**config.mk**
```make
export PLATFORM = sky130hd
export DESIGN_NAME = fetch_sequencer
export DESIGN_NICKNAME = d
export VERILOG_FILES = /design/src/rtl/fetch_pkg.sv /design/src/rtl/fetch_pc_mux.sv /design/src/rtl/fetch_sequencer.sv
export SDC_FILE = /design/constraint.sdc
export NUM_CORES = 1
export LEC_CHECK = 0
export ABC_AREA = 1
export CAP_MARGIN = 20
export CORE_MARGIN = 3
export CORE_UTILIZATION = 40
export DETAILED_ROUTE_END_ITERATION = 16
export GPL_TIMING_DRIVEN = 0
export MAX_ROUTING_LAYER = met4
export PLACE_DENSITY_LB_ADDON = 0.2
export RECOVER_POWER = 50
export SLEW_MARGIN = 25
export SYNTH_ARGS = -nofsm -noshare
export SYNTH_HDL_FRONTEND = slang
export SYNTH_SLANG_ARGS = --single-unit
```
**constraint.sdc**
```tcl
create_clock -name clk -period 1.5 [get_ports clk]
set_clock_uncertainty 0.2 [all_clocks]
set_input_delay 0.3 -clock clk [delete_from_list [all_inputs] [get_ports clk]]
set_output_delay 0.3 -clock clk [all_outputs]
set_load 0.1 [all_outputs]
```
**src/rtl/fetch_pkg.sv**
```systemverilog
// Shared types and constants for the fetch stage: FSM states, next-PC source selects,
// default vectors and widths.
package fetch_pkg;

  localparam int unsigned PC_W   = 32;
  localparam int unsigned ADDR_W = 20;

  localparam logic [31:0] RESET_VEC = 32'd32;
  localparam logic [31:0] ISR_VEC   = 32'd0;
  localparam logic [15:0] NOP_INSTR = 16'h0000;

  typedef enum logic {
    RUN,
    ISR
  } fetch_state_t;

  typedef enum logic [2:0] {
    SEL_SEQ,
    SEL_BRANCH,
    SEL_RTI,
    SEL_HOLD,
    SEL_INTR
  } pc_sel_t;

endpackage

```
**src/rtl/fetch_pc_mux.sv**
```systemverilog
// Combinational next-PC arbitration. Priority order: branch, rti (ISR only), stall,
// interrupt entry (RUN only), sequential increment.
module fetch_pc_mux
  import fetch_pkg::*;
#(
  parameter int unsigned       ADDR_W   = 20,
  parameter logic [ADDR_W-1:0] ISR_ADDR = '0
) (
  input  fetch_state_t      state,
  input  logic              stall,
  input  logic              branch_taken,
  input  logic [ADDR_W-1:0] branch_addr,
  input  logic              rti,
  input  logic              intr_req,
  input  logic [ADDR_W-1:0] pc,
  input  logic [ADDR_W-1:0] epc,
  output pc_sel_t           sel,
  output logic [ADDR_W-1:0] next_pc,
  output fetch_state_t      next_state,
  output logic              intr_ack
);

  always_comb begin
    sel        = SEL_SEQ;
    next_pc    = pc + ADDR_W'(1);  // wraps at 2**ADDR_W by width
    next_state = state;
    intr_ack   = 1'b0;
    if (branch_taken) begin
      sel     = SEL_BRANCH;
      next_pc = branch_addr;
    end else if (rti && state == ISR) begin
      sel        = SEL_RTI;
      next_pc    = epc;
      next_state = RUN;
    end else if (stall) begin
      sel     = SEL_HOLD;
      next_pc = pc;
    end else if (intr_req && state == RUN) begin
      sel        = SEL_INTR;
      next_pc    = ISR_ADDR;
      next_state = ISR;
      intr_ack   = 1'b1;
    end
  end

endmodule

```
**src/rtl/fetch_sequencer.sv**
```systemverilog
// Fetch-stage PC sequencer: drives the instruction memory address, registers the returned
// word into IF/ID and handles branch, interrupt entry/return and stall.
module fetch_sequencer
  import fetch_pkg::*;
#(
  parameter int unsigned     PC_W      = fetch_pkg::PC_W,
  parameter int unsigned     ADDR_W    = fetch_pkg::ADDR_W,
  parameter logic [PC_W-1:0] RESET_VEC = fetch_pkg::RESET_VEC,
  parameter logic [PC_W-1:0] ISR_VEC   = fetch_pkg::ISR_VEC,
  parameter logic [15:0]     NOP_INSTR = fetch_pkg::NOP_INSTR
) (
  input  logic            clk,
  input  logic            rst,
  output logic [PC_W-1:0] pc_out,
  input  logic [15:0]     mem_instr,
  input  logic            stall,
  input  logic            branch_taken,
  input  logic [PC_W-1:0] branch_target,
  input  logic            rti,
  input  logic            intr_req,
  output logic            intr_ack,
  output logic            in_isr,
  output logic [15:0]     ifid_instr,
  output logic [PC_W-1:0] ifid_pc,
  output logic            ifid_valid
);

  fetch_state_t      state, next_state;
  pc_sel_t           sel;
  logic [ADDR_W-1:0] pc, epc, next_pc;
  logic              mux_ack;
  logic              unused_target_hi;

  // Only the implemented address bits are kept; the upper PC bits are tied to zero.
  assign pc_out           = {{(PC_W-ADDR_W){1'b0}}, pc};
  assign in_isr           = (state == ISR);
  assign intr_ack         = mux_ack & ~rst;
  assign unused_target_hi = ^branch_target[PC_W-1:ADDR_W];

  fetch_pc_mux #(
    .ADDR_W   (ADDR_W),
    .ISR_ADDR (ISR_VEC[ADDR_W-1:0])
  ) u_pc_mux (
    .state        (state),
    .stall        (stall),
    .branch_taken (branch_taken),
    .branch_addr  (branch_target[ADDR_W-1:0]),
    .rti          (rti),
    .intr_req     (intr_req),
    .pc           (pc),
    .epc          (epc),
    .sel          (sel),
    .next_pc      (next_pc),
    .next_state   (next_state),
    .intr_ack     (mux_ack)
  );

  always_ff @(posedge clk) begin
    if (rst) state <= RUN;
    else     state <= next_state;
  end

  // Redirects insert a bubble but leave ifid_pc at its last value.
  always_ff @(posedge clk) begin
    if (rst) begin
      pc         <= RESET_VEC[ADDR_W-1:0];
      epc        <= '0;
      ifid_instr <= NOP_INSTR;
      ifid_pc    <= '0;
      ifid_valid <= 1'b0;
    end else begin
      pc <= next_pc;
      case (sel)
        SEL_SEQ: begin
          ifid_instr <= mem_instr;
          ifid_pc    <= pc_out;
          ifid_valid <= 1'b1;
        end
        SEL_HOLD: ;
        SEL_INTR: begin
          epc        <= pc;
          ifid_instr <= NOP_INSTR;
          ifid_valid <= 1'b0;
        end
        default: begin
          ifid_instr <= NOP_INSTR;
          ifid_valid <= 1'b0;
        end
      endcase
    end
  end

endmodule

```
==> run_results.csv, run 1 <==
group,metric,value,unit
hold_path,min_delay_worst_endpoint,"pc[3]$_SDFFE_PP0P_",
run_status,violations,"setup timing",
critical_path,cp-end-kind,"primary output",
yosys,synth_common_cells,"110 x nand2_1, 78 x a21oi_1, 78 x dfxtp_1",
critical_path,path_max_fanout,2,
yosys,synth_most_common_cell,"nand2_1",
die,dieArea,10500,um2
die,io-pin-count,137,
yosys,synth.area.top_cells,"dfxtp_1 42%, nand2_1 11%, a21oi_1 10%",
clocking,clock_sinks,78,
grt,grt_use_total,0.233,
route,vias_per_cell,5.13,
yosys,syn_avg_cell_area,7.37,um2
hold_path,hold_class,"input pin to register",
critical_path,reg2reg_slack,-0.16,ns
critical_path,reg2reg_depth,10,
critical_path,start_kind,"input pin",
grt,grt_pass1_wl,18.3,mm
grt,gr-usage-met2,0.372,
sta,post-route-period-util,1.26,
sta,worst_pin_slew,0.534,ns
sta,rsz0062_at_grt,"yes",
run_status,status,"finished with violations",
die,start_util,0.419,
critical_path,worstPathCellList,"dlygate4sd2_1 -> nor2_4 -> inv_2 -> nor2_4 -> buf_6 -> inv_8 -> nor2_4 -> buf_12",
critical_path,cp_top_family,"buffers and inverters",
critical_path,worst-path-buf-inv,5,
placement,port_buffers,99,
finish,fin_nets,716,
clocking,clock_path_buffers,2,
sta,max_freq,530,MHz
route,post_drt_wl_per_cell,15.6,um
die,core_area,8890,um2
critical_path,rr_endpoint,"pc[10]$_SDFFE_PP0P_",
finish,drive_gt1_frac,0.312,
pwr,p_leak,2.46,nW
yosys,synthFlopType,"dfxtp_1",
pwr,peakVddDrop,0.486,mV
route,drt-initial-drc-count,186,
clocking,root_buffer,"clkbuf_8",
die,row_count,34,
route,drc,0,
yosys,synth.top_cell.area_share,0.419,
yosys,ys_warn_count,0,
finish,post-route-util,0.635,
clocking,cts_tree,"done",
critical_path,cp_common_cell,"nor2_4",
placement,gp_congestion,0.934,
yosys,seq_area_frac_synth,0.419,
clocking,numCtsBuffers,9,
yosys,synthesis.area,3720,um2
hold_path,hold_start,"branch_taken",
yosys,synthDistinctLibCells,30,
finish,area_growth,51.6,%
critical_path,cpPeakStageDelay,0.31,ns
yosys,yosys.area.top_type,"dfxtp_1",
job,maxCapViolCount,0,
route,via_count,3972,
grt,antenna_found_initial,0,
route,firstDrtPassIters,7,
sta,hold_viol,0,
critical_path,crit_slowest_cell,"dlygate4sd2_1",
finish,fillers,809,
grt,grt_busiest_layer,"met2",
route,wirelength,12.1,mm
grt,overflow,0,
critical_path,cp.required,1.00,ns
yosys,ys_ff_latch,78,
route,ant_nets,0,
grt,grtUsageMet3,0.0341,
clocking,clk_pin_slew,0.08,ns
yosys,synth-edff-count,0,
yosys,ys_async_sr_fraction,0,
critical_path,worst_ep_arrival_time,1.39,ns
sta,drv_slew,0,
sta,fin_crit,1.89,ns
grt,grt_start_max_net_pins,14,
pwr,fin_total_pwr,5.51,mW
die,die_w,102,um
sta,worst_slack,-0.385,ns
placement,hpwl,8.63,mm
die,fp.dieH,102,um
clocking,htree_levels,3,
yosys,syn_inst,505,
grt,grt_pass1_vias,3628,
critical_path,worstSetupPathType,"input pin to primary output",
clocking,cts_hold_buf,0,
sta,relSlewSlack,0.644,
sta,setup_violations,52,
critical_path,regToRegStartpoint,"in_isr$_SDFFE_PP0P_",
hold_path,whs_path_depth,4,
grt,grtUsageMet1,0.300,
finish,insertedDiodeCount,0,
pwr,pwr_density_cell,976,nW/um2
clocking,clock_latency,0.36,ns
cells by family (layout without fill, tap and decap cells):
kind of cell             Yosys count  count (layout)  synth area share
adder cells (fa/ha/maj)            1               1           0.00336
AND/OR/NAND/NOR                  180             180             0.213
buffers and inverters             85             223             0.132
flip-flops                        78              78             0.419
other                              1              24           0.00101
AO/OA/AOI/OAI                    160             160             0.231
worst max path at each step:
stage / from / end / slack [ns] / depth (start not counted)
after floorplan: in_isr$_SDFFE_PP0P_ / intr_ack / -0.36 / 6
after detailed placement: stall / intr_ack / -1.64 / 8
final: stall / intr_ack / -0.39 / 8
after global placement: stall / intr_ack / -1.60 / 8
after CTS: in_isr$_SDFFE_PP0P_ / intr_ack / -0.40 / 7
after global routing: in_isr$_SDFFE_PP0P_ / intr_ack / -0.42 / 7
state kept, by name, indices dropped and copies added (netlist names):
signal	count
epc	20
in_isr	1
ifid_valid	1
pc	20
ifid_instr	16
ifid_pc	20
power by group:
part           total, mW  switching, mW  internal [mW]
registers           2.31          0.127           2.18
clock network       1.40          0.797          0.605
logic               1.80           1.27          0.525
cell usage in the layout (no fill, tap or decap), types with 7 or more instances in the layout:
cell type,Yosys,final
inv_1,32,26
nand3_1,18,18
dfxtp_1,78,55
nor2_1,31,28
buf_4,27,44
nand2_2,5,9
o21ai_1,2,7
dfxtp_4,0,17
o21ai_0,62,57
buf_6,7,59
clkdlybuf4s50_1,0,38
nor2_4,7,11
a21oi_1,78,75
conb_1,1,24
clkbuf_8,1,10
nand2_1,110,103
worst register-to-register path, cell delays in order, from the launching register on:
cell and delay (ns):
dfxtp_4 0.36, buf_4 0.13, nand2_4 0.08, nand2_2 0.11
nor2_4 0.11, buf_4 0.14, buf_4 0.10, inv_1 0.05
a21oi_1 0.10, o21ai_0 0.10, a21oi_1 0.12
cell type report:
class,count,area [um2],area share
buffer,50,404,0.0716
clock buffer,11,131,0.0233
timing repair buffer,122,1320,0.234
multi-input combinational,365,1850,0.327
tap,108,135,0.0239
inverter,35,144,0.0255
sequential,78,1630,0.289
clock inverter,5,31.3,0.00554
layer usage:
layer | vias up | wire (um)
li1 | 1949 | -
met1 | 1817 | 5150
met2 | 178 | 5770
met3 | 28 | 890
met4 | 0 | 282
met5 | - | 0
through the flow:
stage | setup TNS [ns] | hold slack (ns) | setup WS [ns] | std cells | cell area, um2
2_1_floorplan | -4.83 | 0.243 | -0.361 | 528 | 3940
3_3_place_gp | -64.14 | 0.250 | -1.60 | 735 | 5070
3_5_place_dp | -65.13 | 0.259 | -1.64 | 735 | 5070
4_1_cts | -7.13 | 0.183 | -0.401 | 757 | 5320
5_1_grt | -7.97 | 0.197 | -0.416 | 774 | 5640
6_report | -3.39 | 0.194 | -0.385 | 774 | 5640
repair_timing:
action,CTS,global route
gates cloned,0,3
setup endpoints to repair,136,102
pin swaps,4,5
resized for setup,409,55
setup buffers,6,14
No activity file was read; power rests on OpenSTA's default activity.
==> run 2: changes to the inputs <==
- ABC_AREA: 1 -> default
==> run 2 against run 1 <==
The flow still finishes with violations (setup timing). Clock power up 17%. Final cell count rose by 4.1%. Synthesized area decreased by 0.64%. Die area decreased by 0.60%. Combinational power increased by 16%. Total power is 8.6% higher. Synthesized cell count decreased by 5.5%. Register-to-register slack lost 0.52 ns. Critical endpoint is now pc[10]$_SDFFE_PP0P_. Largest cell class is now non-clock buffers. Largest power group unchanged. Highest routed layer unchanged.
==> run_results.csv, run 2 <==
group,metric,value,unit
hold_path,hold_class,"register to register",
critical_path,worstSetupPathType,"register to register",
run_status,status,"finished with violations",
route,drc,0,
die,core_area,8850,um2
route,firstDrtPassIters,5,
grt,grt_start_max_net_pins,17,
clocking,clock_sinks,78,
route,drt-initial-drc-count,381,
die,start_util,0.418,
clocking,cts_tree,"done",
finish,regArea,1650,um2
yosys,synthDistinctLibCells,57,
placement,port_buffers,98,
die,dieArea,10400,um2
finish,fin_nets,748,
finish,final_common_cell,"nand2_1",
sta,post-route-period-util,1.46,
grt,overflow,0,
clocking,htree_levels,3,
yosys,ys_async_sr_fraction,0,
finish,insertedDiodeCount,0,
yosys,synth_common_cells,"116 x nand2_1, 78 x dfxtp_1, 62 x a21oi_1",
finish,area_growth,109,%
finish,drive_gt1_frac,0.579,
critical_path,cp.required,1.58,ns
sta,max_freq,458,MHz
hold_path,min_delay_worst_endpoint,"epc[17]$_SDFFE_PP0N_",
finish,stdcell_area,7730,um2
pwr,peakVddDrop,0.560,mV
clocking,clk_pin_slew,0.11,ns
yosys,ys_ff_latch,78,
sta,hold_viol,0,
yosys,syn_inst,477,
sta,relSlewSlack,0.367,
finish,fillers,370,
yosys,synth_most_common_cell,"nand2_1",
yosys,muxShareOfSynthArea,0.00879,
yosys,seq_area_frac_synth,0.422,
route,wirelength,19.4,mm
grt,grt_pass1_wl,23.0,mm
hold_path,whs_path_depth,2,
grt,antenna_found_initial,0,
critical_path,start_kind,"register",
yosys,synth-edff-count,0,
yosys,synthesis.area,3700,um2
clocking,clock_path_buffers,2,
critical_path,path_max_fanout,6,
yosys,synth_top_family_by_area,"simple AND/OR/NAND/NOR gates",
die,fp.dieH,102,um
yosys,synth_simple_gate_area_frac,0.231,
yosys,synth.area.top_cells,"dfxtp_1 42%, nand2_1 12%, a21oi_1 8.4%",
yosys,synth_fa_ha_area_frac,0.00338,
sta,rsz0062_at_grt,"yes",
yosys,syn_avg_cell_area,7.76,um2
yosys,yosys.area.top_type,"dfxtp_1",
finish,final_cell_mix,"73 x nand2_1, 59 x buf_4, 58 x buf_6",
finish,post-route-util,0.874,
pwr,p_leak,3.21,nW
critical_path,regToRegStartpoint,"in_isr$_SDFFE_PP0P_",
critical_path,worst_ep_arrival_time,2.27,ns
yosys,ys_warn_count,0,
die,row_count,34,
finish,largestRegisters,"epc x20, ifid_pc x20, pc x20",
placement,place_area,5250,um2
route,post_drt_wl_per_cell,24.1,um
job,maxCapViolCount,0,
yosys,synth.top_cell.area_share,0.422,
clocking,clock_latency,0.38,ns
hold_path,hold_start,"epc[17]$_SDFFE_PP0N_",
grt,grt_use_total,0.296,
yosys,synth_compound_area_frac,0.231,
sta,drv_slew,0,
pwr,pwr_density_cell,773,nW/um2
sta,worst_slack,-0.684,ns
grt,grt_pass1_vias,4500,
clocking,numCtsBuffers,9,
placement,gp_congestion,0.904,
run_status,violations,"setup timing",
critical_path,rr_endpoint,"pc[10]$_SDFFE_PP0P_",
sta,worst_pin_slew,0.953,ns
critical_path,reg2reg_slack,-0.68,ns
placement,hpwl,8.66,mm
finish,multiInputGateArea,2800,um2
route,ant_nets,0,
yosys,synthXorXnorAreaFrac,0.00237,
yosys,synthFlopType,"dfxtp_1",
critical_path,reg2reg_depth,11,
critical_path,cp-end-kind,"register",
route,via_count,4936,
route,vias_per_cell,6.12,
sta,fin_crit,2.18,ns
clocking,root_buffer,"clkbuf_8",
die,io-pin-count,137,
die,die_w,102,um
sta,setup_violations,99,
==> run 2: cell count changes after synthesis, sizes merged, moves of 6 or more <==
| cell | before | now |
|---|---|---|
| nor2 | 40 | 24 |
| a22oi | 0 | 16 |
| inv | 35 | 7 |
| nand3 | 20 | 11 |
| a221oi | 0 | 6 |
| o21ai | 64 | 30 |
| a21oi | 80 | 62 |
| clkbuf | 9 | 23 |
| and3 | 0 | 6 |
| nor3 | 0 | 10 |
==> run 2: report_power, final <==
group          switching, mW  internal (mW)  leakage (nW)
Combinational           1.30          0.788          2.46
Clock                  0.996          0.642        0.0993
Sequential             0.124           2.13         0.652
==> run 2: layer usage <==
metal	up-vias	global-route usage	wire length [um]
met1	2349	0.345	6770
met3	132	0.0594	1730
met2	402	0.504	9600
met4	0	0.109	1300
li1	2053	-	-
met5	-	-	0
==> run 2: critical path, cell delays in order (launching register included) <==
cell     delay, ns
dfxtp_4       0.37
buf_6         0.09
buf_6         0.10
buf_6         0.10
mux2i_4       0.28
buf_6         0.16
nand2_8       0.08
buf_4         0.17
buf_6         0.11
nor4_4        0.14
o21ai_1       0.12
a21oi_1       0.17
==> run 2: cell families (layout without fill, tap and decap cells) <==
logic type | count (synthesis) | in the layout
compound gates | 138 | 138
xor+xnor | 1 | 1
fa+ha+maj | 1 | 1
buf+inv | 69 | 267
flops | 78 | 78
mux | 2 | 2
other cells | 1 | 24
simple gates | 187 | 187
==> run 2: stage by stage <==
step / total power, mW / std cells / TNS [ns] / hold WS [ns] / setup WS, ns
2_1_floorplan: 3.32 / 500 / -27.50 / 0.235 / -0.737
3_5_place_dp: 3.68 / 706 / -98.70 / 0.245 / -1.72
6_report: 5.98 / 806 / -38.48 / 0.277 / -0.684
3_3_place_gp: 3.66 / 706 / -95.65 / 0.237 / -1.73
4_1_cts: 5.57 / 775 / -30.92 / 0.264 / -0.617
5_1_grt: 6.13 / 806 / -41.28 / 0.294 / -0.734
==> run 2: repair_timing <==
| action | in CTS | in global routing |
|---|---|---|
| setup endpoints to repair | 137 | 125 |
| buffers inserted | 46 | 36 |
| hold buffers | 0 | 0 |
| cloned | 10 | 2 |
| pin swaps | 67 | 89 |
| resized for setup | 571 | 224 |
==> run 2: cell type report <==
class / count / share of cell area
multi-input cells: 353 / 0.362
repair buffers: 185 / 0.302
flip-flops and latches: 78 / 0.213
plain buffers: 59 / 0.0781
well taps: 108 / 0.0175
clock buffers: 9 / 0.0160
clock inverters: 7 / 0.00760
inverters: 7 / 0.00340
==> run 2: worst max-delay path by stage <==
| stage | endpoint | cells after the start | slack, ns | startpoint |
|---|---|---|---|---|
| global placement | intr_ack | 6 | -1.73 | intr_req |
| detailed placement | intr_ack | 6 | -1.72 | intr_req |
| finish | pc[10]$_SDFFE_PP0P_ | 11 | -0.68 | in_isr$_SDFFE_PP0P_ |
| CTS | intr_ack | 5 | -0.62 | in_isr$_SDFFE_PP0P_ |
| global route | ifid_instr[7]$_SDFFE_PP0P_ | 12 | -0.73 | in_isr$_SDFFE_PP0P_ |
| floorplan | pc[15]$_SDFFE_PP0P_ | 7 | -0.74 | pc[9]$_SDFFE_PP0P_ |
==> run 3: changes to the inputs <==
- clock period: 1.5 -> 2.7 ns (I/O delays scaled with it)
==> run 3 against run 2 <==
The flow now finishes without violations. Critical path type is now register to primary output. Sequential power shrank 45%. Via count down 23%. Worst setup slack improved by 0.73 ns. Total power fell by 53%. Non-clock buffer count down 85. Global-route usage shrank 7.0 points. Sequential share of layout area rose by 9.6 points. Clock power decreased by 47%. Worst hold slack worse by 0.023 ns. Highest routed layer unchanged.
==> run_results.csv, run 3 (synthesis results as in run 2) <==
group,metric,value,unit
clocking,cts_hold_buf,0,
hold_path,hold_start,"epc[9]$_SDFFE_PP0N_",
sta,fin_crit,2.65,ns
clocking,cts_tree,"done",
die,io-pin-count,137,
sta,relSlewSlack,0.218,
critical_path,cpPeakStageDelay,1.15,ns
sta,post-route-period-util,0.982,
critical_path,cp.required,1.96,ns
sta,worst_pin_slew,1.18,ns
grt,grtUsageMet1,0.284,
route,vias_per_cell,5.28,
placement,place_area,4920,um2
critical_path,worst_ep_arrival_time,1.91,ns
critical_path,reg2reg_depth,6,
hold_path,min_delay_worst_endpoint,"epc[9]$_SDFFE_PP0N_",
sta,max_freq,377,MHz
finish,largestRegisters,"epc x20, ifid_pc x20, pc x20",
finish,multiInputGateArea,1860,um2
route,drt-initial-drc-count,228,
critical_path,regToRegStartpoint,"pc[0]$_SDFFE_PP0P_",
grt,grt_start_max_net_pins,14,
die,core_area,8850,um2
run_status,status,"finished, final reports clean",
die,row_count,34,
sta,hold_viol,0,
route,firstDrtPassIters,4,
critical_path,reg2reg_slack,0.25,ns
hold_path,hold_class,"register to register",
route,post_drt_wl_per_cell,15.7,um
critical_path,worst-path-buf-inv,1,
sta,drv_slew,0,
clocking,clock_latency,0.36,ns
grt,grt_pass1_wl,17.9,mm
die,start_util,0.418,
finish,area_growth,37.4,%
grt,grtUsageMet3,0.0580,
die,dieArea,10400,um2
pwr,pwr_density_cell,557,nW/um2
finish,final_common_cell,"nand2_1",
sta,rsz0062_at_grt,"no",
grt,gr-usage-met2,0.348,
route,ant_nets,0,
route,via_count,3806,
job,maxCapViolCount,0,
critical_path,cp-end-kind,"primary output",
clocking,numCtsBuffers,9,
sta,worst_slack,0.0473,ns
grt,grt_pass1_vias,3573,
route,wirelength,11.3,mm
grt,overflow,0,
clocking,htree_levels,3,
finish,fin_nets,663,
placement,port_buffers,98,
grt,grt_busiest_layer,"met2",
clocking,clock_path_buffers,2,
critical_path,path_max_fanout,6,
placement,dp_slack,-1.12,ns
clocking,root_buffer,"clkbuf_8",
clocking,clk_pin_slew,0.08,ns
sta,setup_tns,0,ns
finish,insertedDiodeCount,0,
pwr,p_leak,1.89,nW
sta,setup_violations,0,
finish,regArea,1570,um2
placement,hpwl,8.26,mm
pwr,fin_total_pwr,2.83,mW
finish,fillers,880,
finish,fin_cells,721,
grt,grt_use_total,0.226,
critical_path,rr_endpoint,"pc[18]$_SDFFE_PP0P_",
route,drc,0,
finish,final_cell_mix,"116 x nand2_1, 81 x clkdlybuf4s50_1, 68 x dfxtp_1",
grt,antenna_found_initial,0,
hold_path,whs_path_depth,2,
critical_path,worstPathCellList,"clkdlybuf4s50_1",
die,fp.dieH,102,um
critical_path,start_kind,"register",
placement,gp_congestion,0.906,
finish,post-route-util,0.575,
critical_path,worstSetupPathType,"register to primary output",
clocking,clock_sinks,78,
sta,timing.hold.ws,0.254,ns
pwr,peakVddDrop,0.271,mV
die,die_w,102,um
finish,stdcell_area,5080,um2
critical_path,crit_slowest_cell,"clkdlybuf4s50_1",
critical_path,cp_top_family,"buffers and inverters",
placement,dp_cells,706,
finish,drive_gt1_frac,0.131,
[run 3: cell count changes in the layout (fill, tap and decap cells not counted), sizes merged, moves of 3 or more]
| cell | delta |
|---|---|
| dlygate4sd2 | +7 |
| clkbuf | +10 |
| buf | -145 |
| inv | -7 |
| clkdlybuf4s50 | +45 |
| clkinvlp | +3 |
[run 3: layout make-up]
type	count	area share
buffer	61	0.0692
clock buffer	10	0.0251
clock inverter	6	0.0123
inverter	7	0.00517
multi-input combinational	353	0.366
sequential	78	0.310
tap	108	0.0266
timing repair buffer	98	0.186
[run 3: what timing repair did]
item / 4_1_cts / 5_1_grt
endpoints found under the setup margin: 15 / 44
buffers inserted: 0 / 0
gates resized for setup: 24 / 9
[run 3: layer usage]
metal  vias to the layer above  part of all wire  wire, um
li1                       1874                 -         -
met1                      1751              0.42      4750
met2                       158              0.48      5420
met3                        23             0.074       838
met4                         0             0.025       278
met5                         -                 0         0
[run 3: how the worst max path moves through the flow]
stage / startpoint / end / slack, ns / cells past startpoint
after floorplan: pc[2]$_SDFFE_PP0P_ / pc[15]$_SDFFE_PP0P_ / 0.008 / 6
after global placement: intr_req / intr_ack / -1.10 / 6
after detailed placement: intr_req / intr_ack / -1.12 / 6
after CTS: pc[6]$_SDFFE_PP0P_ / pc_out[6] / 0.002 / 1
after global routing: pc[1]$_SDFFE_PP0P_ / pc_out[1] / 0.005 / 1
final: pc[1]$_SDFFE_PP0P_ / pc_out[1] / 0.05 / 1
[run 3: power breakdown]
| part | internal (mW) | switching, mW |
|---|---|---|
| logic | 0.179 | 0.556 |
| registers | 1.19 | 0.0438 |
| clock network | 0.424 | 0.440 |
| total | 1.79 | 1.04 |
